**src/rtl/in_debounce_pkg.sv**
```systemverilog
// rtl/in_debounce_pkg.sv - shared types and sizing helpers for the input debouncer
// Used by in_debounce and in_debounce_ch.
package in_debounce_pkg;

  typedef enum logic {ST_STABLE, ST_CHECK} db_state_t;

  localparam int GLITCH_W = 8;

  function automatic int cnt_w(input int db_cycles);
    return (db_cycles > 2) ? $clog2(db_cycles) : 1;
  endfunction

endpackage

```
**src/rtl/in_debounce_ch.sv**
```systemverilog
// rtl/in_debounce_ch.sv - one debounce channel: qualify FSM, level, edge strobes, glitch event
// Consumes an already-synchronised bit; glitch is a combinational per-cycle event.
module in_debounce_ch
  import in_debounce_pkg::*;
#(
  parameter int DB_CYCLES = 16
) (
  input  logic clk,
  input  logic rst,
  input  logic ena,
  input  logic sync_q,
  output logic db_out,
  output logic rise_pulse,
  output logic fall_pulse,
  output logic stable,
  output logic glitch
);

  localparam int CNT_W = cnt_w(DB_CYCLES);
  localparam logic [CNT_W-1:0] CNT_LAST = CNT_W'(DB_CYCLES - 1);

  db_state_t        state_q, state_d;
  logic [CNT_W-1:0] cnt_q, cnt_d;
  logic             db_d;
  logic             db_dly;

  always_comb begin
    state_d = state_q;
    cnt_d   = cnt_q;
    db_d    = db_out;
    glitch  = 1'b0;
    if (ena) begin
      case (state_q)
        ST_STABLE: begin
          if (sync_q != db_out) begin
            state_d = ST_CHECK;
            cnt_d   = CNT_W'(1);
          end
        end
        ST_CHECK: begin
          if (sync_q == db_out) begin
            state_d = ST_STABLE;
            cnt_d   = '0;
            glitch  = 1'b1;
          end else if (cnt_q == CNT_LAST) begin
            state_d = ST_STABLE;
            cnt_d   = '0;
            db_d    = sync_q;
          end else begin
            cnt_d = cnt_q + CNT_W'(1);
          end
        end
        default: begin
          state_d = ST_STABLE;
          cnt_d   = '0;
        end
      endcase
    end
  end

  // Strobes come from comparing db_out with its one-cycle-old copy, so they land the cycle after the update.
  always_ff @(posedge clk or posedge rst) begin
    if (rst) begin
      state_q    <= ST_STABLE;
      cnt_q      <= '0;
      db_out     <= 1'b0;
      db_dly     <= 1'b0;
      rise_pulse <= 1'b0;
      fall_pulse <= 1'b0;
    end else begin
      state_q    <= state_d;
      cnt_q      <= cnt_d;
      db_out     <= db_d;
      db_dly     <= db_out;
      rise_pulse <= ena & db_out & ~db_dly;
      fall_pulse <= ena & ~db_out & db_dly;
    end
  end

  assign stable = (state_q == ST_STABLE);

endmodule

```
**src/rtl/in_debounce.sv**
```systemverilog
// rtl/in_debounce.sv - synchronise and debounce WIDTH raw pad inputs into clean levels and strobes
// Define IN_DEBOUNCE_GLITCH_CNT_EN to build the saturating rejected-glitch counter.
module in_debounce
  import in_debounce_pkg::*;
#(
  parameter int WIDTH       = 2,
  parameter int SYNC_STAGES = 2,
  parameter int DB_CYCLES   = 16
) (
  input  logic                clk,
  input  logic                rst,
  input  logic                ena,
  input  logic [WIDTH-1:0]    raw_in,
  output logic [WIDTH-1:0]    db_out,
  output logic [WIDTH-1:0]    rise_pulse,
  output logic [WIDTH-1:0]    fall_pulse,
  output logic                stable,
  output logic [GLITCH_W-1:0] glitch_cnt
);

  logic [WIDTH-1:0] sync_r [SYNC_STAGES];
  logic [WIDTH-1:0] sync_q;
  logic [WIDTH-1:0] ch_stable;
  logic [WIDTH-1:0] ch_glitch;

  // The chain keeps sampling while ena is low so resuming never sees stale pad data.
  always_ff @(posedge clk or posedge rst) begin
    if (rst) begin
      for (int s = 0; s < SYNC_STAGES; s++) sync_r[s] <= '0;
    end else begin
      sync_r[0] <= raw_in;
      for (int s = 1; s < SYNC_STAGES; s++) sync_r[s] <= sync_r[s-1];
    end
  end

  assign sync_q = sync_r[SYNC_STAGES-1];

  for (genvar i = 0; i < WIDTH; i++) begin : g_ch
    in_debounce_ch #(.DB_CYCLES(DB_CYCLES)) u_ch (
      .clk        (clk),
      .rst        (rst),
      .ena        (ena),
      .sync_q     (sync_q[i]),
      .db_out     (db_out[i]),
      .rise_pulse (rise_pulse[i]),
      .fall_pulse (fall_pulse[i]),
      .stable     (ch_stable[i]),
      .glitch     (ch_glitch[i])
    );
  end

  assign stable = &ch_stable;

`ifdef IN_DEBOUNCE_GLITCH_CNT_EN
  logic [GLITCH_W:0] glitch_sum;

  always_comb begin
    glitch_sum = {1'b0, glitch_cnt};
    for (int i = 0; i < WIDTH; i++) glitch_sum = glitch_sum + (GLITCH_W+1)'(ch_glitch[i]);
  end

  always_ff @(posedge clk or posedge rst) begin
    if (rst) glitch_cnt <= '0;
    else if (glitch_sum[GLITCH_W]) glitch_cnt <= '1;
    else glitch_cnt <= glitch_sum[GLITCH_W-1:0];
  end
`else
  logic glitch_unused;
  assign glitch_unused = |ch_glitch;
  assign glitch_cnt    = '0;
`endif

endmodule

```
**config.mk**
```make
export PLATFORM = sky130hd
export DESIGN_NAME = in_debounce
export DESIGN_NICKNAME = d
export VERILOG_FILES = /design/src/rtl/in_debounce_pkg.sv /design/src/rtl/in_debounce_ch.sv /design/src/rtl/in_debounce.sv
export SDC_FILE = /design/constraint.sdc
export NUM_CORES = 1
export LEC_CHECK = 0
export BUFFER_PORTS_ARGS = -buffer_cell sky130_fd_sc_hd__buf_4
export CAP_MARGIN = 25
export CORE_MARGIN = 8
export CORE_UTILIZATION = 57
export CTS_CLUSTER_SIZE = 24
export DETAILED_ROUTE_END_ITERATION = 8
export PLACE_DENSITY = 0.83
export SLEW_MARGIN = 0
export SYNTH_ARGS = -nofsm -noshare
export SYNTH_HDL_FRONTEND = slang
export SYNTH_SLANG_ARGS = --single-unit
```
**constraint.sdc**
```tcl
create_clock -name clk -period 2.1 [get_ports clk]
set_clock_uncertainty 0.15 [all_clocks]
set_input_delay 0.42 -clock clk [delete_from_list [all_inputs] [get_ports clk]]
set_output_delay 0.42 -clock clk [all_outputs]
set_load 0.02 [all_outputs]
```
==> run metrics <==
Iter 0 DRT Violations=12; post-detail-place hpwl=about 1200 um; crit path DAT=1.08 ns; max incr delay on CP=0.48 ns; largest net degree at the start of global routing=23; Max VDD drop=0.000496 V; sequential area share after synthesis=52.7%; Starting Density=60.5%; IO buf count=11; H-tree depth=1; first-pass GRT wire length=2700 um; share of layout cells above drive strength 1=21.6%; CTS sink count=22; GRT Residual Overflow=0; Setup crit end kind=output pin; RSZ-0062 raised after global routing=false; fin crit share=approximately four fifths; Die ar.=0.00346 mm2; Max Cap Violations=0; Final Setup Violations=0; status=finished clean; Static Leakage=0.564 nW; final max-slew violation count=0; CTS buffer count=3; Ant. Diodes=0; Synth async-reset ratio=100%; pwr dens=800 mW/mm2; placed cell count=122; DR pass1 iterations=4; flip-flop and latch count after synthesis=22; CORE AREA=0.00173 mm2; DRC=0; clock latency on the worst-skew pair=between 0.3 and 0.4 ns; Die Y=58.8 um; worst min-delay path class=in2reg; DR WL/cell=13.0 um; fin crit period=1.65 ns; Post-Route WL=1650 um; initial antenna violation count=0; die span in x=slightly below 60 um; final setup TNS=0 ns; final-report hold violation count=0; Worst Setup Path Type=reg2out; clock-pin slew on the worst setup and hold paths=roughly 0.12 ns; Mapped Cells=94; CP top delay family=flip-flops; routability congestion estimate=0.785; post-route ant nets=0; CTS Buffer Depth=2; Ports=20; nets@finish=110; EDFF count, synth=0; mean area per synthesized cell=roughly 11 um2; Synth top area share=52.7%; num rows=15; most frequent cell after synthesis=dfrtp_1; Root Buffer Master=clkbuf_4; Buf/Inv on CP=1; Tot GR Track Use=10.2%; fmax=607 MHz; Synth area leaders=dfrtp_1 (53%), buf_4 (10%), nand2_1 (3.2%); area grow syn2layout=9.10%; synth warn=0; Via density=5.17; largest fanout on the critical path=7; Final Non-Filler Cells=127; Worst Setup Start Kind=flip-flop; vias in the first global route=669; post-CTS setup buffer count=0; Syn Std Cell Area=0.00104 mm2; data required time of the worst path=1.53 ns; Synth cell types=30; main flop type after synthesis=dfrtp_1; leading area contributor after synthesis=dfrtp_1; via count=657; CTS tree=built; crit-path cells=nor2_1 -> buf_4; Post-synth top cells=dfrtp_1 (22), buf_4 (14), nand2_1 (9); slowest CP cell=dfrtp_1
==> area by class of cell <==
class / count / area (um2)
fillers: 144 / 587
flip-flops and latches: 22 / 551
multi-input cells: 60 / 394
repair buffers: 13 / 100
well taps: 25 / 31.3
clock inverters: 1 / 30.0
clock buffers: 3 / 22.5
inverters: 3 / 11.3
==> per-stage QoR <==
| step | hold WS (ns) | power (mW) | cell area (um2) | util (%) | setup slack [ns] |
|---|---|---|---|---|---|
| 5_1_grt | 0.0479 | 0.950 | 1140 | 66.0 | 0.406 |
| 6_report | 0.0568 | 0.912 | 1140 | 66.0 | 0.452 |
| 4_1_cts | 0.0497 | 0.918 | 1140 | 66.0 | 0.453 |
| 3_3_place_gp | 0.188 | 0.593 | 1080 | 62.4 | 0.572 |
| 3_5_place_dp | 0.200 | 0.600 | 1080 | 62.4 | 0.538 |
| 2_1_floorplan | 0.181 | 0.581 | 1070 | - | 0.631 |
==> where the power goes <==
| part | internal, mW | total, mW | leakage (nW) | switching (mW) |
|---|---|---|---|---|
| sequential | 0.451 | 0.483 | 0.287 | 0.0316 |
| clock | 0.193 | 0.319 | 0.0279 | 0.126 |
| combinational | 0.0475 | 0.110 | 0.249 | 0.0629 |
==> per-layer routing <==
metal	GRT usage, %	routed length [um]	up-vias
met4	6.48	39	0
met1	10.9	675	315
met5	0	0	-
met3	2.39	107	5
li1	-	-	319
met2	17.4	824	18
==> flip-flops by register name, summed over array words and instances, names as in the netlist <==
register              flops
g_ch.u_ch.state_q         2
sync_q                    2
g_ch.u_ch.cnt_q           8
sync_r                    2
g_ch.u_ch.rise_pulse      2
g_ch.u_ch.db_out          2
g_ch.u_ch.db_dly          2
g_ch.u_ch.fall_pulse      2
==> cells in the final DEF (no fill, tap or decap), types with 2 or more instances in the layout <==
| cell | instances |
|---|---|
| dfrtp_1 | 22 |
| buf_4 | 12 |
| nand2_1 | 9 |
| conb_1 | 8 |
| nor2_1 | 5 |
| nand3_1 | 4 |
| a32o_1 | 3 |
| mux2i_1 | 3 |
| a21oi_1 | 3 |
| inv_1 | 3 |
| nor2b_1 | 3 |
| clkbuf_4 | 3 |
| a22o_1 | 2 |
| o21ai_0 | 2 |
| mux2_2 | 2 |
| ha_1 | 2 |
==> worst register-to-register path: stages (launching register included) <==
cell     delay, ns
dfrtp_1       0.44
ha_1          0.26
and4_1        0.21
nand2_1       0.08
mux2_2        0.33
==> logic make-up after synthesis <==
kind of cell,after synthesis,share of synthesized area (%)
DFF,22,52.7
buffers and inverters,19,12.1
adders and majority gates,2,2.39
and+or+nand+nor,26,12.6
xor gates and xnor gates,2,2.40
other,1,0.359
muxes,6,6.47
AOI/OAI and AO/OA,16,11.0
==> repair_timing <==
| item | 4_1_cts | 5_1_grt |
|---|---|---|
| resized for setup | 0 | 0 |
| endpoints found under the hold margin | 22 | 0 |
| hold buffers | 1 | 0 |
==> worst paths after layout <==
path,startpoint,to,slack [ns],cells after the start
max,g_ch[0].u_ch.state_q,stable,0.45,2
min,raw_in[1],sync_r[3],0.06,1
max reg2reg,g_ch[1].u_ch.cnt_q[0],g_ch[1].u_ch.db_out,0.53,4
min reg2reg,sync_r[3],sync_q[1],0.23,0
max in group asynchronous,rst,g_ch[0].u_ch.cnt_q[0],1.06,4
min in group asynchronous,rst,sync_r[2],0.53,4
Note: power is estimated with default switching activity, not from simulation.
